==> config.mk <==
export PLATFORM = sky130hd
export DESIGN_NAME = disp_scan_mux
export DESIGN_NICKNAME = d
export VERILOG_FILES = /design/src/rtl/disp_pkg.sv /design/src/rtl/tick_gen.sv /design/src/rtl/disp_scan_mux.sv
export SDC_FILE = /design/constraint.sdc
export NUM_CORES = 1
export LEC_CHECK = 0
export ABC_AREA = 1
export CORE_AREA = 3 3 78 88
export DETAILED_ROUTE_END_ITERATION = 16
export DIE_AREA = 0 0 81 91
export HOLD_SLACK_MARGIN = 0.15
export PLACE_DENSITY = 0.76
export SYNTH_ARGS = -nofsm -noshare
export SYNTH_HDL_FRONTEND = slang
export SYNTH_SLANG_ARGS = --single-unit
==> constraint.sdc <==
create_clock -name clk -period 3.55 [get_ports clk]
set_clock_uncertainty 0.2 [all_clocks]
set_input_delay 0.8875 -clock clk [delete_from_list [all_inputs] [get_ports clk]]
set_output_delay 0.8875 -clock clk [all_outputs]
set_load 0.05 [all_outputs]
==> src/rtl/disp_pkg.sv <==
// Shared constants and width helpers for the scanned-display blocks.
// No ports: imported by tick_gen and disp_scan_mux.
package disp_pkg;

  localparam int DIGITS_DEF      = 4;
  localparam int REFRESH_DIV_DEF = 50000;

  // 1: digit enables are active-low (common-anode)
  localparam bit DIG_ACT_LOW_DEF = 1'b1;

  // Width of the digit index, never narrower than one bit.
  function automatic int idx_w(input int digits);
    return (digits > 1) ? $clog2(digits) : 1;
  endfunction

  // Width of the prescaler that counts 0..div-1.
  function automatic int cnt_w(input int div);
    return (div > 1) ? $clog2(div) : 1;
  endfunction

endpackage

==> src/rtl/tick_gen.sv <==
// Refresh prescaler: counts 0..REFRESH_DIV-1 and strobes tick on terminal count.
// Ports: clk, rst (sync, active-high) -> tick (combinational, one cycle wide).
module tick_gen
  import disp_pkg::*;
#(
  parameter int REFRESH_DIV = REFRESH_DIV_DEF
) (
  input  logic clk,
  input  logic rst,
  output logic tick
);

  localparam int CW = cnt_w(REFRESH_DIV);
  localparam logic [CW-1:0] TERM = CW'(REFRESH_DIV - 1);

  logic [CW-1:0] cnt_q;
  logic [CW-1:0] cnt_d;

  assign tick = (cnt_q == TERM);

  always_comb begin
    cnt_d = cnt_q + 1'b1;
    if (tick) begin
      cnt_d = '0;
    end
  end

  always_ff @(posedge clk) begin
    if (rst) begin
      cnt_q <= '0;
    end else begin
      cnt_q <= cnt_d;
    end
  end

endmodule

==> src/rtl/disp_scan_mux.sv <==
// Time-multiplexed digit scanner with frame-synchronous value updates.
// Ports: clk, rst, load, value, dp_in, blank_lz -> nib, dig_en, dp, blank, frame_done.
module disp_scan_mux
  import disp_pkg::*;
#(
  parameter int DIGITS      = DIGITS_DEF,
  parameter int REFRESH_DIV = REFRESH_DIV_DEF,
  parameter bit DIG_ACT_LOW = DIG_ACT_LOW_DEF
) (
  input  logic                clk,
  input  logic                rst,
  input  logic                load,
  input  logic [4*DIGITS-1:0] value,
  input  logic [DIGITS-1:0]   dp_in,
  input  logic                blank_lz,
  output logic [3:0]          nib,
  output logic [DIGITS-1:0]   dig_en,
  output logic                dp,
  output logic                blank,
  output logic                frame_done
);

  localparam int IW = idx_w(DIGITS);
  localparam int VW = 4 * DIGITS;
  localparam logic [IW-1:0] LAST = IW'(DIGITS - 1);
  localparam logic [DIGITS-1:0] ONE = DIGITS'(1);
  localparam logic [DIGITS-1:0] EN0 = DIG_ACT_LOW ? ~ONE : ONE;

  logic tick;

  tick_gen #(
    .REFRESH_DIV (REFRESH_DIV)
  ) u_tick (
    .clk  (clk),
    .rst  (rst),
    .tick (tick)
  );

  logic [IW-1:0]     idx_q, idx_d;
  logic [VW-1:0]     pend_val_q, pend_val_d;
  logic [DIGITS-1:0] pend_dp_q, pend_dp_d;
  logic              pend_flag_q, pend_flag_d;
  logic [VW-1:0]     disp_val_q, disp_val_d;
  logic [DIGITS-1:0] disp_dp_q, disp_dp_d;

  logic [3:0]        nib_q, nib_d;
  logic [DIGITS-1:0] dig_en_q, dig_en_d;
  logic              dp_q, dp_d;
  logic              blank_q, blank_d;
  logic              fd_q, fd_d;

  logic              boundary;
  logic              hi_zero;
  logic [DIGITS-1:0] lz;
  logic [DIGITS-1:0] onehot;

  assign boundary = tick && (idx_q == LAST);

  // Index and pending/display update
  always_comb begin
    idx_d       = idx_q;
    pend_val_d  = pend_val_q;
    pend_dp_d   = pend_dp_q;
    pend_flag_d = pend_flag_q;
    disp_val_d  = disp_val_q;
    disp_dp_d   = disp_dp_q;
    if (tick) begin
      idx_d = boundary ? '0 : idx_q + 1'b1;
    end
    if (load && boundary) begin
      // Arriving exactly on the wrap: show it in the frame starting now.
      disp_val_d  = value;
      disp_dp_d   = dp_in;
      pend_flag_d = 1'b0;
    end else if (load) begin
      pend_val_d  = value;
      pend_dp_d   = dp_in;
      pend_flag_d = 1'b1;
    end else if (boundary && pend_flag_q) begin
      disp_val_d  = pend_val_q;
      disp_dp_d   = pend_dp_q;
      pend_flag_d = 1'b0;
    end
  end

  // Outputs are computed from next-state so they land one cycle after tick.
  always_comb begin
    hi_zero = 1'b1;
    lz      = '0;
    // Scan from the top digit down; a digit is a leading zero while
    // every nibble from it upward is zero. Digit 0 always shows.
    for (int i = DIGITS - 1; i >= 0; i--) begin
      hi_zero = hi_zero && (disp_val_d[4*i +: 4] == 4'h0);
      lz[i]   = blank_lz && hi_zero && (i != 0);
    end
    onehot   = ONE << idx_d;
    dig_en_d = DIG_ACT_LOW ? ~onehot : onehot;
    nib_d    = disp_val_d[{idx_d, 2'b00} +: 4];
    blank_d  = lz[idx_d];
    dp_d     = disp_dp_d[idx_d] && !blank_d;
    fd_d     = boundary;
  end

  always_ff @(posedge clk) begin
    if (rst) begin
      idx_q       <= '0;
      pend_val_q  <= '0;
      pend_dp_q   <= '0;
      pend_flag_q <= 1'b0;
      disp_val_q  <= '0;
      disp_dp_q   <= '0;
      nib_q       <= 4'h0;
      dig_en_q    <= EN0;
      dp_q        <= 1'b0;
      blank_q     <= 1'b0;
      fd_q        <= 1'b0;
    end else begin
      idx_q       <= idx_d;
      pend_val_q  <= pend_val_d;
      pend_dp_q   <= pend_dp_d;
      pend_flag_q <= pend_flag_d;
      disp_val_q  <= disp_val_d;
      disp_dp_q   <= disp_dp_d;
      nib_q       <= nib_d;
      dig_en_q    <= dig_en_d;
      dp_q        <= dp_d;
      blank_q     <= blank_d;
      fd_q        <= fd_d;
    end
  end

  assign nib        = nib_q;
  assign dig_en     = dig_en_q;
  assign dp         = dp_q;
  assign blank      = blank_q;
  assign frame_done = fd_q;

endmodule

Word level (Yosys, flattened, before mapping) --
Cells that the tools add are included.
Storage, ports and cells: register bits after elaboration 70, input bits 24, output and inout port bits 11, logic and storage cells 52
Operators by class: add/sub/neg operators 2, $lt $le $gt $ge 1, eq/ne operators 2, shift-type cells 2, mux-type cells 14, bitwise gates (word level) 2, reductions and logical operators 17
Operators by type and width (number):
- two-way mux 16 bit | 3
- adder 16 x 1 -> 16 bit, second input constant | 1
- == test 16 bit, second input constant | 1
- indexed part select 16 x 5 -> 4 bit | 1
- logical NOT 4 bit | 3
- two-way mux 4 bit | 3
- logical AND 1 bit | 9
- binary-select mux 1 bit (select 2 bit) | 2
- two-way mux 1 bit | 4
- two-way mux 2 bit | 2
- NOT 4 bit | 1
- OR reduction 2 bit | 2
- left shift 1 x 2 -> 4 bit, first input constant | 1
- less-than comparator 2 x 3 -> 1 bit, second input constant | 1
- adder 2 x 1 -> 2 bit, second input constant | 1
- == test 2 bit, second input constant | 1
- AND reduction 2 bit | 1
- nonzero test 2 bit | 1
- logical NOT 1 bit | 1
- NOT 1 bit | 1

Logic depth before layout (Yosys ltp) --
depth in word-level cells 14, depth in mapped cells 16, gate-level depth less buffers 16

Hierarchy --
Synthesis repeated with hierarchy kept, for this count alone.
Unflattened totals: cells, all modules 462, area, all modules 3235.6 um^2
Modules (own cells, without submodules):
- disp_scan_mux | times used 1, cells each 332, area an instance 2376.0 um^2, seq. area each 1081.0 um^2
- tick_gen | times used 1, cells each 130, area an instance 859.6 um^2, seq. area each 320.3 um^2

Worst setup path after synthesis --
No wires, ideal clock.
path type input to register, start input port load, end register blank_q, in the netlist blank, library setup time 0.116 ns, arrival time 1.890 ns, required time 3.234 ns, path slack 1.344 ns, cell stages on the path 9, buffers on the path 1, cell sequence nor2_1 > buf_2 > nand3_1 > nand3_1 > nor2_1 > nand2_1 > nand2_1 > nand3_2 > nor2_2
On the way: longest elaborated chain between the ends 8, elaborated cells on any way between the ends 13, those cells by class mux (4); reduce/logical (9)
Ends and longest elaborated chain:
- start: declaration | RTL line disp_scan_mux.sv:12 | input logic load,
- two-way mux 16 bit or logical AND 1 bit (tied branches) | RTL line disp_scan_mux.sv:75, disp_scan_mux.sv:70
- two-way mux 16 bit (*) | RTL line disp_scan_mux.sv:70 | if (load && boundary) begin
- logical NOT 4 bit | RTL line disp_scan_mux.sv:93 | hi_zero = hi_zero && (disp_val_d[4*i +: 4] == 4'h0);
- logical AND 1 bit (2 in series) | RTL line disp_scan_mux.sv:93
- logical AND 1 bit | RTL line disp_scan_mux.sv:94 | lz[i] = blank_lz && hi_zero && (i != 0);
- binary-select mux 1 bit (select 2 bit) (*) | RTL line disp_scan_mux.sv:99 | blank_d = lz[idx_d];
- two-way mux 1 bit (implied by the code) (*) | RTL line disp_scan_mux.sv:99
- end signal: assignment | RTL line disp_scan_mux.sv:127 | blank_q <= blank_d;
- end: declaration | RTL line disp_scan_mux.sv:49 | logic blank_q, blank_d;
Mark *: on every way between the ends. The rest lies on a longest branch, timed or not. The select of a mux whose other input is x is not followed. A chain may end at the register's enable or synchronous reset.

Worst setup path in the final report --
start input port load, end register dp_q, in the netlist dp
On the way: longest elaborated chain between the ends 10, elaborated cells on any way between the ends 19, those cells by class mux (8); reduce/logical (11)
Ends and longest elaborated chain:
- two-way mux 16 bit or logical AND 1 bit (tied branches) | RTL line disp_scan_mux.sv:75, disp_scan_mux.sv:70
- two-way mux 16 bit | RTL line disp_scan_mux.sv:70
- logical NOT 4 bit | RTL line disp_scan_mux.sv:93
- logical AND 1 bit (2 in series) | RTL line disp_scan_mux.sv:93
- logical AND 1 bit | RTL line disp_scan_mux.sv:94
- binary-select mux 1 bit (select 2 bit) | RTL line disp_scan_mux.sv:99
- two-way mux 1 bit (implied by the code) | RTL line disp_scan_mux.sv:99
- logical NOT 1 bit | RTL line disp_scan_mux.sv:100 | dp_d = disp_dp_d[idx_d] && !blank_d;
- logical AND 1 bit (*) | RTL line disp_scan_mux.sv:100
- end signal: assignment | RTL line disp_scan_mux.sv:126 | dp_q <= dp_d;
- end: declaration | RTL line disp_scan_mux.sv:48 | logic dp_q, dp_d;
Marked as above.

==> flow_metrics.tcl <==
set metrics [dict create \
    max_freq_mhz 347 \
    rows 30 \
    synthMuxAreaShare_pct 0 \
    drive_above_1_share_pct 12.0 \
    min_period_over_period_pct 81.1 \
    synthDistinctLibCells 33 \
    drv_slew 0 \
    crit_type "in -> reg" \
    cpMostUsedCell "nand2_1" \
    drcViolationCount 0 \
    cp.required_ps 3600 \
    p_int_mw 1.25 \
    antenna_found_initial 0 \
    worstHoldPathType "reg -> reg" \
    clk_latency_ps 350 \
    fin_nets 519 \
    ys_seq_area_share_pct 42.7 \
    place_congestion 0.848 \
    cp_max_fo 20 \
    worst_pin_slew_ps 578 \
    finalSetupTns_ps 0 \
    utilization_pct 63.9 \
    vias 2999 \
    path_clk_slew_ps 70 \
    syn_inst 459 \
    combinationalPowerShare_pct 5.4 \
    post_cts_buffers 0 \
    ios 35 \
    drt_iter0_drc 113 \
    synth-seq-cells 70 \
    design.die.area_um2 7370 \
    switching_power_mw 0.364 \
    hold_viol_final 0 \
    grt_pass1_wl_um 12900 \
    holdPathStages 1 \
    synth_nets 485 \
    synth_compound_area_share_pct 8.43 \
    numCtsBuffers 9 \
    synth_commonest_cells "nand2_1 (109), nor2_1 (71), dfxtp_1 (70)" \
    grt_use_total_pct 22.4 \
    hold_buffers 0 \
    yosysTopAreaCell "dfxtp_1" \
    synth_top_cell_area_share_pct 42.7 \
    synth_edf_count 0 \
    min_from "u_tick.cnt_q[0]" \
    synthXorXnorAreaFrac_pct 1.33 \
    die_x_um 81 \
    h-tree-depth 3 \
    timing.rr.start "u_tick.cnt_q[0]" \
    timing.critical_path.arrival_ps 2930 \
    totalWireLength_um 7610 \
    synth_area_um2 3280 \
    ant_nets 0 \
    coreArea_um2 6080 \
    path_cells "clkdlybuf4s50_1, inv_1, nand2_1, nand4_2, nand2_1, nand2_1, nor2_2, nand3_1, nor2_2, nand3_2, nand2_1, inv_1" \
    antenna_cells 0 \
    synth_flop_cell "dfxtp_1" \
    synth_warnings 0 \
    clockRootBuffer "clkbuf_8" \
    via_per_inst 5.19 \
    p_sw_share_pct 22.5 \
    initial_core_util_pct 54.0 \
    grt_pass1_vias 2942 \
    port_buffers 34 \
    hpwl_um 5440 \
    end_kind "flop" \
    synth-async-reset-ratio_pct 0 \
    clockBufferDepth 2 \
    status "complete, no violations" \
    area_growth_pct 18.4 \
    start_kind "input port" \
    crit_slowest_cell "clkdlybuf4s50_1" \
    grt_remaining_overflow 0 \
    drt_pass1_iterations 4 \
    dieHeight_um 91 \
    post_cts_resize_count 0 \
    rr_worst_depth 12 \
    min_period_ps 2880 \
    maxSlewHeadroom_pct 61.4 \
    synthAdderAreaFrac_pct 0.762 \
    setup_viol 0 \
    yosys.area_share.simple_pct 37.7 \
    rsz0062_at_grt "false" \
    synth.most_common_cell "nand2_1" \
    worstHoldEndpoint "u_tick.cnt_q[0]" \
    synth_top_family_by_area "simple AND/OR/NAND/NOR gates" \
    cts_sinks 70 \
    synth_area_per_cell_um2 7.15 \
    max-vdd-ir-drop_v 0.000296 \
    synth.area.top_cells "dfxtp_1 (43%), nand2_1 (12%), nor2_1 (8.1%)" \
    power_leakage_nw 1.78 \
    power.share.clock_pct 44.3 \
    power_density_nw_per_um2 417 \
    wl_per_cell_um 13.2 \
    cts_tree "yes" \
    grt_max_degree 43 \
    rrSetupSlack_ps 960 \
    r2r_end "dp" \
    share_seq_of_total_power_pct 50.3 \
    cp_slowest_stage_delay_ps 490 \
    max-cap-violations 0 \
]
-- placed cells by master (no fill, tap or decap), drive strengths merged, types with 5 or more instances in the layout --
| cell type | synthesis | layout |
|---|---|---|
| dfxtp | 70 | 70 |
| o21ai | 32 | 32 |
| nor3 | 7 | 7 |
| xor2 | 5 | 5 |
| nor2 | 84 | 84 |
| clkdlybuf4s50 | 0 | 34 |
| a21oi | 13 | 13 |
| nand4 | 9 | 9 |
| nand3 | 41 | 41 |
| inv | 55 | 55 |
| nand2 | 116 | 116 |
| clkbuf | 3 | 10 |
-- worst max-delay path, delay by kind of cell --
family,cells,cell delay [ps]
and+or+nand+nor,9,1420
buffers and inverters,3,620
-- final cells by class --
class	instances	area, um2
Clock buffer	10	138
Clock inverter	6	85.1
Fill cell	586	2200
Inverter	55	206
Multi-Input combinational cell	319	1580
Sequential cell	70	1400
Tap cell	80	100
Timing Repair Buffer	38	370
-- per-layer routing --
metal | share of wire, % | track usage (%) | up-vias
met5 | 0 | 0 | -
li1 | - | - | 1515
met4 | 3.7 | 12.7 | 0
met1 | 42 | 24.4 | 1383
met3 | 4.1 | 5.46 | 23
met2 | 50 | 38.7 | 78
-- how the worst max path moves through the flow --
stage,endpoint,slack [ps],from,depth (start not counted)
floorplan,blank,1340,load,9
global placement,dp,390,load,12
detailed placement,dp,350,load,12
CTS,dp,700,load,12
global route,dp,470,load,12
finish,dp,670,load,12
-- sequential cells by signal (all words and copies together), names as in the netlist --
| name | count |
|---|---|
| dp | 1 |
| frame_done | 1 |
| u_tick.cnt_q | 16 |
| dig_en | 4 |
| blank | 1 |
| idx_q | 2 |
| disp_dp_q | 4 |
| disp_val_q | 16 |
| nib | 4 |
| pend_dp_q | 4 |
| pend_val_q | 16 |
| pend_flag_q | 1 |
-- cells by family after synthesis --
| group | Yosys count |
|---|---|
| buffers and inverters | 70 |
| adders and majority gates | 2 |
| xor gates and xnor gates | 5 |
| DFF | 70 |
| AOI/OAI and AO/OA | 50 |
| and+or+nand+nor | 262 |
-- through the flow --
step / worst slack, ps / hold slack (ps) / power [mW] / cells / cell area [um2]
after CTS: 704 / 251 / 1.63 / 578 / 3880
after detailed placement: 353 / 241 / 0.920 / 562 / 3660
final: 671 / 245 / 1.62 / 578 / 3880
after global placement: 391 / 229 / 0.917 / 562 / 3660
after global routing: 475 / 273 / 1.67 / 578 / 3880
after floorplan: 1340 / 218 / 0.874 / 459 / 3280
-- power groups by stage --
| stage | combinational [mW] | sequential (mW) | clock, mW |
|---|---|---|---|
| floorplan | 0.0443 | 0.830 | 0 |
| global placement | 0.0847 | 0.832 | 0 |
| detailed placement | 0.0869 | 0.833 | 0 |
| CTS | 0.0871 | 0.815 | 0.727 |
| global route | 0.0966 | 0.817 | 0.761 |
| finish | 0.0869 | 0.815 | 0.717 |
Power figures use the tool's default switching activity.
==> variant, RTL diff (same settings) <==
The package constant `REFRESH_DIV_DEF` goes from 50000 to 25000.
--- a/src/rtl/disp_pkg.sv
+++ b/src/rtl/disp_pkg.sv
@@ -5,3 +5,3 @@
   localparam int DIGITS_DEF      = 4;
-  localparam int REFRESH_DIV_DEF = 50000;
+  localparam int REFRESH_DIV_DEF = 25000;
 
Behaviour: same outputs for any inputs over 10 cycles, from zero or initial values and one cycle with rst high; that may be too few to reach the edited logic, so the function may still have changed.
==> variant against the original RTL <==
  * Sequential power shrank 1%
  * Routed wire length fell by 2.8%
  * Setup slack gained 190 ps
  * Cell area is 1.1% lower
  * Sequential cell count shrank 1
  * Synthesized area is 2.5% lower
  * Total power rose by 3.9%
  * Synthesized cell count is 0.87% lower
  * Critical endpoint unchanged
==> variant: results (changes against the original RTL) <==
- Origin of the worst setup path: load
- Post-DP HPWL: 5260 µm (-3.2%)
- FF-to-FF path depth: 10 (-2)
- Worst relative slew slack: 0.482 (-0.132)
- Lkg Pwr: 1.75 nW (-1.3%)
- Reg2Reg Launch Point: idx_q[0]$_SDFF_PP0_
- Met1 Track Usage GR: 0.280 (+0.0359)
- First drt pass iteration count: 4 (unchanged)
- Status: finished, final reports clean
- Drt initial violations: 140 (+24%)
- Clock transition at path regs: about 80 ps
- Ranking of synthesized cells by area: dfxtp_1, nand2_1, nor2_1, inv_1, o21ai_0
- CTS Buf Count: 9 (unchanged)
- GPL Wtd Cong: 0.859 (+1.3%)
- Worst R2R End: dp$_SDFF_PP0_
- Vias per std cell: 5.06 (-2.6%)
- Root Driver: clkbuf_8
- Port Buffers: 34 (unchanged)
- Nets: 516 (-0.58%)
- GRT met2 Usage: 0.361 (-0.0260)
- Largest registers: disp_val_q (16), pend_val_q (16), u_tick.cnt_q (15)
- Commonest cells in the netlist: nand2_1, dfxtp_1, nor2_1, inv_1, o21ai_0
- Postcts setup bufs: 0 (unchanged)
- Synth warn: 0 (unchanged)
- Max VDD drop: 284 µV (-4.0%)
- Routed wire length per instance: 12.9 µm (-2.3%)
- Seq/Total Area, Yosys: 0.432 (+0.00476)
- Hold WC Path Type: flop to flop
- Vias in the first global route: 2839 (-3.5%)
- Met3 usage: 0.0317 (-0.0228)
- Hold Slack: 260 ps (+15.1 ps)
- CP arrival: 2730 ps (-200 ps)
- H-tree depth reported by CTS: 3 (unchanged)
- Largest net degree at the start of global routing: 45 (+4.7%)
- Reg-to-reg slack, setup: 940 ps (-20 ps)
- Synth cell types: 31 (-6.1%)
- HP Start: pend_dp_q[0]$_SDFFE_PP0P_
- Wire length of the first global-routing pass: 12900 µm (-0.43%)
- Slowest stage delay, CP: 500 ps
- N_diodes: 0 (unchanged)
- CTS max path bufs: 2 (unchanged)
- Layout cells sized above 1: 0.119 (-0.00129)
- GRT Util Overall: 0.224 (-0.000291)
- Critical Path Fanout Max: 19 (-5.0%)
- Critical path's slowest cell: clkdlybuf4s50_1
- Syn_nets: 481 (-0.82%)
- Hold Crit Depth: 2 (+1)
- Pre-CTS setup slack: 493 ps (+140 ps)
- Initial antenna violation count: 0 (unchanged)
- Top_reg_cell synth: dfxtp_1
- Post-CTS resize count: 0 (unchanged)
- WHS Endpoint: pend_dp_q[0]$_SDFFE_PP0P_
-- variant: changes by cell type in the layout (fill, tap and decap cells not counted), moves of 5 or more --
cell,before,now
inv_2,3,9
nand2_1,109,104
o21ai_0,26,31
nand4_1,8,15
nand3_1,29,24
nand3_2,12,3
-- variant: critical path, delay by kind of cell --
| kind | cells | cell delay, ps |
|---|---|---|
| AND/OR/NAND/NOR | 10 | 1190 |
| buffers and inverters | 2 | 640 |
-- variant: power by group --
group	internal [mW]	leakage, nW	switching, mW
Sequential	0.793	0.562	0.00987
Clock	0.484	0.119	0.305
Combinational	0.0402	1.07	0.0489
Total	1.32	1.75	0.364
-- variant: kinds of logic (layout without fill, tap and decap cells) --
family | count (synthesis) | in the layout | share of synthesized area
flops | 69 | 69 | 0.432
compound gates | 55 | 55 | 0.0939
buf+inv | 81 | 121 | 0.103
xor+xnor | 3 | 3 | 0.00821
fa+ha+maj | 2 | 2 | 0.00782
simple gates | 245 | 245 | 0.355
-- variant: worst max path at each step --
stage / endpoint / slack (ps) / cells past startpoint
after floorplan: blank$_SDFF_PP0_ / 1410 / 9
after global placement: dp$_SDFF_PP0_ / 490 / 12
after detailed placement: dp$_SDFF_PP0_ / 490 / 12
after CTS: dp$_SDFF_PP0_ / 860 / 12
after global routing: dp$_SDFF_PP0_ / 610 / 10
final: dp$_SDFF_PP0_ / 860 / 12
-- variant: cell type report --
| class | count | area (µm²) |
|---|---|---|
| sequential | 69 | 1380 |
| timing repair buffer | 39 | 378 |
| clock inverter | 6 | 110 |
| multi-input combinational | 305 | 1490 |
| inverter | 66 | 248 |
| tap | 80 | 100 |
| clock buffer | 10 | 138 |
| fill | 557 | 2240 |
-- variant: through the flow --
step           area (µm²)  cells
2_1_floorplan        3200    455
3_3_place_gp         3590    559
3_5_place_dp         3590    559
4_1_cts              3840    575
5_1_grt              3840    575
6_report             3840    575
-- variant: routing by layer --
metal  part of all wire  vias to the layer above
li1                   -                     1510
met1               0.43                     1299
met2               0.48                       80
met3              0.054                       18
met4              0.026                        0
met5                  0                        -
